[src/rtl/cpu_fetch_pkg.sv]
// Shared fetch definitions: state encoding and datapath widths.
// Imported by the fetch unit, the core and the instruction memory model.
package cpu_fetch_pkg;

    localparam int unsigned INSTR_W = 32;
    localparam int unsigned PC_W    = 32;
    localparam int unsigned PC_INC  = 4;

    typedef enum logic [1:0] {
        ST_IDLE  = 2'd0,
        ST_FETCH = 2'd1,
        ST_HOLD  = 2'd2,
        ST_ERROR = 2'd3
    } fetch_state_e;

endpackage : cpu_fetch_pkg

[src/rtl/instr_fetch_unit.sv]
// Instruction fetch unit: owns the PC, reads words from a multi-cycle
// instruction memory over a read/busywait handshake and presents each
// fetched word to the core with a valid flag until it is consumed.
//
// Ports:
//   CLK, RESET          clock, async active-low reset
//   PC                  byte address being fetched / presented
//   INSTRUCTION         fetched word, meaningful while INSTR_VALID
//   INSTR_VALID         INSTRUCTION holds the word at PC
//   STALL               core cannot take the presented word this cycle
//   BRANCH_TAKEN        redirect request, sampled on a consume edge
//   BRANCH_TARGET       redirect byte address
//   MISALIGNED          sticky: taken branch to a non-word-aligned target
//   IMEM_READ           read request to instruction memory
//   IMEM_ADDR           word address (PC[IMEM_AW+1:2])
//   IMEM_READDATA       memory read data
//   IMEM_BUSYWAIT       memory not ready
module instr_fetch_unit
    import cpu_fetch_pkg::*;
#(
    parameter logic [PC_W-1:0] RESET_PC = 32'h0000_0000,
    parameter int unsigned     IMEM_AW  = 8
) (
    input  logic                 CLK,
    input  logic                 RESET,
    output logic [PC_W-1:0]      PC,
    output logic [INSTR_W-1:0]   INSTRUCTION,
    output logic                 INSTR_VALID,
    input  logic                 STALL,
    input  logic                 BRANCH_TAKEN,
    input  logic [PC_W-1:0]      BRANCH_TARGET,
    output logic                 MISALIGNED,
    output logic                 IMEM_READ,
    output logic [IMEM_AW-1:0]   IMEM_ADDR,
    input  logic [INSTR_W-1:0]   IMEM_READDATA,
    input  logic                 IMEM_BUSYWAIT
);

    fetch_state_e        state_q, state_d;
    logic [PC_W-1:0]     pc_q, pc_d;
    logic [INSTR_W-1:0]  instr_q, instr_d;
    logic                misaligned_q, misaligned_d;
    logic                imem_read_q, imem_read_d;
    logic                instr_valid_q, instr_valid_d;

    // State and datapath registers
    always_ff @(posedge CLK or negedge RESET) begin
        if (!RESET) begin
            state_q       <= ST_IDLE;
            pc_q          <= RESET_PC;
            instr_q       <= '0;
            misaligned_q  <= 1'b0;
            imem_read_q   <= 1'b0;
            instr_valid_q <= 1'b0;
        end else begin
            state_q       <= state_d;
            pc_q          <= pc_d;
            instr_q       <= instr_d;
            misaligned_q  <= misaligned_d;
            imem_read_q   <= imem_read_d;
            instr_valid_q <= instr_valid_d;
        end
    end

    // Next-state, PC update and registered handshake outputs
    always_comb begin
        state_d      = state_q;
        pc_d         = pc_q;
        instr_d      = instr_q;
        misaligned_d = misaligned_q;

        unique case (state_q)
            ST_IDLE: state_d = ST_FETCH;
            ST_FETCH: begin
                if (!IMEM_BUSYWAIT) begin
                    instr_d = IMEM_READDATA;
                    state_d = ST_HOLD;
                end
            end
            ST_HOLD: begin
                if (!STALL) begin
                    if (BRANCH_TAKEN) begin
                        pc_d = BRANCH_TARGET;
                        if (BRANCH_TARGET[1:0] != 2'b00) begin
                            misaligned_d = 1'b1;
                            state_d      = ST_ERROR;
                        end else begin
                            state_d = ST_FETCH;
                        end
                    end else begin
                        pc_d    = pc_q + PC_W'(PC_INC);
                        state_d = ST_FETCH;
                    end
                end
            end
            ST_ERROR: state_d = ST_ERROR;
            default:  state_d = ST_ERROR;
        endcase

        // Decoded from the next state so the flops match the state register
        imem_read_d   = (state_d == ST_FETCH);
        instr_valid_d = (state_d == ST_HOLD);
    end

    assign PC          = pc_q;
    assign INSTRUCTION = instr_q;
    assign INSTR_VALID = instr_valid_q;
    assign MISALIGNED  = misaligned_q;
    assign IMEM_READ   = imem_read_q;
    assign IMEM_ADDR   = pc_q[IMEM_AW+1:2];

endmodule : instr_fetch_unit

[config.mk]
export PLATFORM = sky130hd
export DESIGN_NAME = instr_fetch_unit
export DESIGN_NICKNAME = d
export VERILOG_FILES = /design/src/rtl/cpu_fetch_pkg.sv /design/src/rtl/instr_fetch_unit.sv
export SDC_FILE = /design/constraint.sdc
export NUM_CORES = 1
export LEC_CHECK = 0
export ABC_CLOCK_PERIOD_IN_PS = 2250
export CAP_MARGIN = 20
export CORE_ASPECT_RATIO = 0.7
export CORE_MARGIN = 2
export CORE_UTILIZATION = 43
export CTS_CLUSTER_DIAMETER = 150
export DETAILED_ROUTE_END_ITERATION = 6
export MAX_ROUTING_LAYER = met4
export PLACE_DENSITY = 0.87
export RECOVER_POWER = 50
export SLEW_MARGIN = 20
export SYNTH_ARGS = -nofsm -noshare
export SYNTH_HDL_FRONTEND = slang
export SYNTH_SLANG_ARGS = --single-unit
[constraint.sdc]
create_clock -name CLK -period 2.25 [get_ports CLK]
set_input_delay 0.225 -clock CLK [delete_from_list [all_inputs] [get_ports CLK]]
set_output_delay 0.225 -clock CLK [all_outputs]
set_load 0.01 [all_outputs]
# After elaboration in Yosys (flattened, before gate mapping)
# Index checks and enable logic that the tools add are counted.
[totals]
elab_cells = 25
inputBits = 69
register_bits = 69
[classes]
bitwise_logic = 2
n_eq_ne = 5
n_reduce_logical = 5
n_addsub = 1
mux = 6
[ops]
columns = ["cell", "count"]
rows = [
  ["32-bit by 3-bit adder with 32-bit output (second input constant)", 1],
  ["32-bit 2-to-1 mux", 1],
  ["2-bit 2-to-1 mux", 4],
  ["2-bit case mux with 4 select lines", 1],
  ["2-bit equality test (second input constant)", 3],
  ["2-bit by 1-bit equality test with 1-bit output (second input constant)", 2],
  ["2-bit AND reduction", 2],
  ["4-bit AND reduction", 1],
  ["2-bit zero test", 1],
  ["1-bit NOT", 2],
  ["2-bit nonzero test", 1],
]

# Depth between registers and ports, before layout
# Gate-level depths: netlist of run 1.
[logic_depth]
depth_word = 6
depth_mapped = 7
mapped_depth_nobuf = 6

# Least setup slack after synthesis of run 1
# OpenSTA, ideal clock, no wires.
[synth_timing]
path_type = "register to register"
startpoint = "register pc_q[2] (netlist: PC[2])"
endpoint = "register pc_q[16] (netlist: PC[16])"
setup_time_ps = 126
path_slack_ps = 401
t_arrival_ps = 1723
n_path_buf = 1
stages_incl_launch_ff = 8
t_required_ps = 2124
path_cell_list = "dfrtp_1 ha_1 and3_2 and4bb_4 buf_6 a41oi_2 a211oi_2 a221o_1"
[synth_between]
elab_chain_cells = 2
[synth_lines]
columns = ["item", "line_no", "rtl"]
rows = [
  ["from (decl)", "instr_fetch_unit.sv:40", "logic [PC_W-1:0] pc_q, pc_d;"],
  ["from (signal assigned)", "instr_fetch_unit.sv:57", "pc_q <= pc_d;"],
  ["32-bit by 3-bit adder with 32-bit output", "instr_fetch_unit.sv:91", "pc_d = pc_q + PC_W'(PC_INC);"],
  ["32-bit 2-to-1 mux", "instr_fetch_unit.sv:82", "if (BRANCH_TAKEN) begin"],
]
# No other way between the ends.
# A chain may end at the register's enable or synchronous reset.

# Final worst setup path of run 1
# Same ends and word-level chain as after synthesis.

==> run summary, run 1 <==
Status: completed
Die W: 111.2 um
Setup TNS Final: 0 ns
Multi-input logic area: 1541 um^2
CTS Root Cell: clkbuf_16
Hold WC Path Type: in -> async
Final Hold Fails: 0
Critical Path RT: 2.46 ns
Row count: 27
Levels on crit path: 6
Net Sw Power: 1214 uW
Simple-gate portion of the synthesized area: 15.61%
Slowest CP cell: dfrtp_1
Final WS setup: 0.3416 ns
Vias in the first global route: 3034
Yosys top cell by area: dfrtp_1
Syn_area_per_cell: 10.69 um^2
Compound-cell area share of the yosys netlist: 13.30%
Worst r2r dst: PC[16]
Minimum clock period: 1.908 ns
ANT cells: 0
Static leakage: 0.002179 uW
Worst slew pin tran: 0.8090 ns
Crit path buf inv count: 0
Worst Skew: 0.005482 ns
Die span in y: 79.07 um
F_max: 0.5240 GHz
Drt drc: 0
Vias per cell: 5.460
Fillers: 600
CTS H-tree lvls: 3
DR iter-0 viols: 216
Warnings from Yosys: 0
CP Capture Point: PC[16]
Clock slew at reported path FFs: 0.05 ns
WL final: 9.557 mm
Vias post-DR: 3085
First-pass iteration count of the detailed router: 4
Unrepaired setup endpoints after global routing: false
Rel. slew slack: 46.07%
Syn nets: 394
PortBufs: 143
Core area: 7838 um^2
Drt wl/cell: 16.92 um
Share of cells above drive strength 1: 14.87%
Dominant cells by area after synthesis: dfrtp_1, mux2_2, o22ai_1
Worst-case reg-to-reg path depth: 6
Post-Synth XOR/XNOR Area: 0%
Worst-path cell chain: ha_1, and3_2, and4bb_4, a41oi_2, a211oi_2, a221o_1
# clock sinks: 69
Post-route ant nets: 0
CTS buffer count: 9
Multiplexer share of the synthesized area: 15.25%
Worst path top cell family by delay: compound AO/OA/AOI/OAI gates
GPL Wtd Cong: 0.8258
CTS tree: done
FF/Latch Area: 1727 um^2
Critical path arrival: 2.12 ns
Post_cts resized: 0
Flops & latches, synth: 69
Synth Cell Area: 3462 um^2
GR Util All Layers: 22.64%
CP Launch Point: PC[2]
Combinational power share: 30.6%
Nets: 530
Largest net degree at the start of global routing: 36
Initial antenna violation count: 0
Switching Fraction: 27.02%
Power Dens Cells: 865.1 nW/um^2
Number of synthesized flops with an enable pin: 0
Crit path capture type: flip-flop
Post-DP HPWL: 6.968 mm
Fin. max-slew vios: 0
Clk_lat worst skew: 0.33 ns
IO Count: 144
Yosys top cell area share: 49.87%
Async S/R FF share, synth: 100.0%
First-pass GRT wire length: 15.23 mm
CP Class: reg -> reg
Seq/Total Area, Yosys: 49.87%
Post-Layout Cell Count: 565
Hold Slack: 0.4693 ns
Reg2Reg Setup Slack: 0.34 ns
Placed Area: 4926 um^2
CP Launch Type: flip-flop
Worst reg2reg startpoint: PC[2]
Cells after DPL: 549
Largest family of logic cells by synthesized area: simple AND/OR/NAND/NOR gates
Grt ovf: 0
Crit share post-route: 84.82%
Count of cell types in the netlist: 46
Top_reg_cell synth: dfrtp_1
Peak VDD IR: 0.7404 mV
CP peak stage delay: 0.45 ns
Die area: 8796 um^2
Clk pwr share: 30.2%
Int Power: 3277 uW
P&R area growth vs syn: 49.95%
Number of max-cap violations: 0
Cell area after layout: 5191 um^2
Adder-cell share of the synthesized area: 0.3614%
Flop pwr share: 39.3%
Final setup violation count: 0
CP Max Fanout: 12
Place WS: 0.3211 ns
Synth Instances: 324
Initial Util: 44.17%
CTS Buffer Depth: 2
==> power by group through the flow <==
stage	registers, uW	clock network [uW]	logic (uW)
final	1760	1350	1370
after global routing	1810	1430	1460
after CTS	1770	1380	1460
after detailed placement	1790	0	1460
after global placement	1760	0	1420
after floorplan	1920	0	368
==> how the worst min path moves through the flow <==
stage / end / depth (start not counted)
3_3_place_gp: INSTRUCTION[16] / 1
2_1_floorplan: IMEM_READ / 0
4_1_cts: PC[1] / 3
5_1_grt: PC[1] / 3
3_5_place_dp: INSTRUCTION[10] / 1
6_report: INSTRUCTION[10] / 2
==> layer usage <==
metal  share of wire, %  track usage [%]  wire (um)  vias up
li1                   -                -          -     1455
met2                 50            36.10       4738      117
met4                1.6            8.642        155        0
met5                  0                -          0        -
met3                5.1            4.885        485       16
met1                 44            28.83       4177     1497
==> cell type report <==
class	instances	share of cell area, %
Inverter	4	0.2892
Timing Repair Buffer	154	28.90
Clock buffer	10	4.411
Clock inverter	5	1.012
Multi-Input combinational cell	222	29.69
Sequential cell	69	33.26
Tap cell	101	2.434
==> timing repair <==
item / in CTS / in global routing
setup buffers: 0 / 0
setup endpoints to repair: 0 / 0
hold buffers: 1 / 0
hold endpoints to repair: 28 / 0
==> logic make-up after synthesis <==
| group | count (synthesis) |
|---|---|
| and+or+nand+nor | 100 |
| buffers and inverters | 33 |
| adders and majority gates | 1 |
| muxes | 48 |
| AOI/OAI and AO/OA | 73 |
| DFF | 69 |
==> cell usage after synthesis, types with 2 or more instances <==
library cell and n:
nor2b_1 3, nand3_1 12, a21o_1 2, a31o_1 2, mux2_1 2, nor2_2 2
and4_1 4, nand4_1 8, nand2_1 27, a22oi_1 5, mux2_2 32, clkbuf_1 7
buf_4 9, and3_1 10, mux2i_1 13, buf_2 9, inv_1 4, nor3_1 4
a21oi_1 23, o21ai_0 9, o22ai_1 21, and3_2 2, a41oi_1 2, dfrtp_1 69
a31oi_1 2, and2_1 3, buf_6 2, nor2_1 17, nand4_2 2
==> per-stage QoR <==
| step | utilization, % | power, uW |
|---|---|---|
| after CTS | 66.57 | 4613 |
| after global placement | 62.85 | 3183 |
| after floorplan | - | 2293 |
| final | 66.24 | 4491 |
| after global routing | 66.24 | 4706 |
| after detailed placement | 62.85 | 3245 |
==> cell usage in the layout (no fill, tap or decap), types with 2 or more instances in the layout <==
cell             instances
o21ai_0                  9
a41oi_1                  2
clkinv_2                 3
nor2b_1                  3
dfrtp_1                 69
a31o_1                   2
mux2i_1                 13
clkbuf_1                 2
and4_1                   4
clkbuf_16                9
o22ai_1                 21
nor3_1                   4
nand3_1                 12
nand4_2                  2
a22oi_1                  5
and3_2                   2
inv_1                    4
clkdlybuf4s50_1        119
clkbuf_2                 3
dlygate4sd3_1           24
a21o_1                   2
buf_4                    6
and3_1                  10
a21oi_1                 23
nand4_1                  8
a31oi_1                  2
and2_1                   3
mux2_1                   2
nor2_2                   2
nor2_1                  17
mux2_2                  32
nand2_1                 27
==> sequential cells by signal, indices dropped and copies added, names as in the netlist <==
signal and flops:
INSTRUCTION 32, PC 32, state_q 2, IMEM_READ 1
INSTR_VALID 1, MISALIGNED 1
No activity file was read; power rests on OpenSTA's default activity.
==> inputs of run 2 (changes only) <==
ABC_CLOCK_PERIOD_IN_PS = 1850   (was 2250)
clock period = 1.85 ns   (was 2.25 ns; I/O delays follow)
==> run 2 against run 1 <==
Compared with the run above: combinational power is 27% higher; die area stayed put; sequential cell count stayed put.
==> run summary, run 2 (same netlist as run 1, synthesis figures left out) <==
Initial Util: 44.17% (unchanged)
Die span in y: 79.07 um (unchanged)
Place WS: 0.06832 ns (-0.2528 ns)
Final Hold Fails: 0 (unchanged)
Grt ovf: 0 (unchanged)
Share of cells above drive strength 1: 17.57% (+2.7 points)
Unrepaired setup endpoints after global routing: false
Most frequent cells in the layout: clkdlybuf4s50_1, dfrtp_1, mux2_2, nand2_1, a21oi_1
DR iter-0 viols: 209 (-3.2%)
Crit share post-route: 96.46% (+12 points)
First-pass iteration count of the detailed router: 4 (unchanged)
CTS buffer count: 9 (unchanged)
Worst r2r dst: PC[28]
CTS Buffer Depth: 2 (unchanged)
# clock sinks: 69 (unchanged)
Critical Path RT: 2.05 ns (-0.41 ns)
Rel. slew slack: 34.63% (-11 points)
CTS Root Cell: clkbuf_16
Final WS setup: 0.06558 ns (-0.2760 ns)
Row count: 27 (unchanged)
GPL Wtd Cong: 0.8308 (+0.61%)
GR Util All Layers: 23.65% (+1.0 points)
PortBufs: 143 (unchanged)
First-pass GRT wire length: 16.02 mm (+5.2%)
Worst slew pin tran: 0.9806 ns (+0.1716 ns)
CP Class: reg -> reg
Clock slew at reported path FFs: 0.06 ns (about the same)
Worst reg2reg startpoint: PC[2]
Fillers: 591 (-1.5%)
Number of max-cap violations: 0 (unchanged)
Vias post-DR: 3218 (+4.3%)
Power Dens Cells: 1038 nW/um^2 (+20%)
Post-DP HPWL: 7.147 mm (+2.6%)
Drt drc: 0 (unchanged)
CP peak stage delay: 0.37 ns (-0.08 ns)
Most common cell after layout, fill and taps aside: clkdlybuf4s50_1
F_max: 0.5604 GHz (+6.9%)
Peak VDD IR: 0.7384 mV (-0.27%)
Status: completed
CP Launch Type: flip-flop
Worst-case reg-to-reg path depth: 6 (unchanged)
Final setup violation count: 0 (unchanged)
P&R area growth vs syn: 55.01%
CP Launch Point: PC[2]
Drt wl/cell: 17.31 um (+2.3%)
Fin. max-slew vios: 0 (unchanged)
CP Max Fanout: 11 (-1)
Vias per cell: 5.558 (+1.8%)
Hold path depth: 3
ANT cells: 0 (unchanged)
FF/Latch Area: 1727 um^2 (unchanged)
Multi-input logic area: 1545 um^2 (+0.24%)
IO Count: 144 (unchanged)
WL final: 10.02 mm (+4.9%)
CTS tree: done
Minimum clock period: 1.784 ns (-0.1240 ns)
Worst Skew: 0.005082 ns (-0.0004001 ns)
Crit path capture type: flip-flop
Post-route ant nets: 0 (unchanged)
Hold WC Path Type: in -> reg
CP Capture Point: PC[28]
Largest net degree at the start of global routing: 70 (+94%)
Die W: 111.2 um (unchanged)
Worst-path cell chain: ha_1, and3_2, and4bb_4, and2_4, mux2i_1, a21oi_1
Initial antenna violation count: 0 (unchanged)
CTS H-tree lvls: 3 (unchanged)
Slowest CP cell: dfrtp_1
Vias in the first global route: 3160 (+4.2%)
Critical path arrival: 1.99 ns (-0.13 ns)
Reg2Reg Setup Slack: 0.07 ns (-0.28 ns)
Core area: 7838 um^2 (unchanged)
Die area: 8796 um^2 (unchanged)
Total Power: 5568 uW (+24%)
Static leakage: 0.002277 uW (+4.5%)
Clk_lat worst skew: 0.34 ns (about the same)
Setup TNS Final: 0 ns (unchanged)
Nets: 546 (+3.0%)
[run 2: changes by cell type in the layout (fill, tap and decap cells not counted), moves of 2 or more]
cell             previous run  this run
clkbuf_2                    3         0
buf_4                       6        21
clkdlybuf4s50_1           119       124
dlygate4sd3_1              24        19
clkbuf_8                    0         2
buf_12                      0         3
clkinv_2                    3         1
[run 2: critical path, delay by kind of cell, from the launching register on]
family	cells	cell delay, ns
and+or+nand+nor	3	0.79
DFF	1	0.37
muxes	1	0.21
adders and majority gates	1	0.19
AOI/OAI and AO/OA	1	0.09
[run 2: per-stage QoR]
| step | util, % | area [um^2] | std cells | hold WS [ns] |
|---|---|---|---|---|
| floorplan | - | 3462 | 324 | -0.1106 |
| global placement | 64.58 | 5061 | 562 | 0.2366 |
| detailed placement | 64.58 | 5061 | 562 | 0.2423 |
| CTS | 68.37 | 5359 | 576 | 0.4082 |
| global route | 68.47 | 5366 | 579 | 0.4253 |
| finish | 68.47 | 5366 | 579 | 0.4220 |
[run 2: layout make-up]
class                      count  area share (%)
multi-input combinational    222           28.79
timing repair buffer         170           31.03
tap                          101           2.355
clock buffer                  11           4.710
sequential                    69           32.18
inverter                       4          0.2798
clock inverter                 2          0.6528
[run 2: report_power, final]
group | internal [uW] | switching [uW] | total, uW
sequential | 1910 | 205 | 2120
clock | 1090 | 622 | 1710
combinational | 1090 | 643 | 1740
total | 4100 | 1470 | 5570
[run 2: worst min path at each step]
| stage | from | end | slack, ns |
|---|---|---|---|
| 5_1_grt | BRANCH_TARGET[1] | PC[1] | 0.43 |
| 2_1_floorplan | RESET | IMEM_READ | -0.11 |
| 3_3_place_gp | RESET | INSTRUCTION[22] | 0.24 |
| 3_5_place_dp | RESET | INSTRUCTION[22] | 0.24 |
| 6_report | BRANCH_TARGET[1] | PC[1] | 0.42 |
| 4_1_cts | BRANCH_TARGET[0] | PC[0] | 0.41 |
[run 2: what timing repair did]
item	in CTS	in global routing
buffers inserted	0	3
hold endpoints to repair	69	0
endpoints found under the setup margin	0	3
resized for setup	0	1
hold buffers	1	0
[run 2: routing by layer]
layer	track usage, %	routed length (um)	vias up
met5	-	0	-
li1	-	-	1491
met1	30.04	4296	1583
met2	37.50	4890	131
met3	7.176	686	13
met4	6.296	150	0
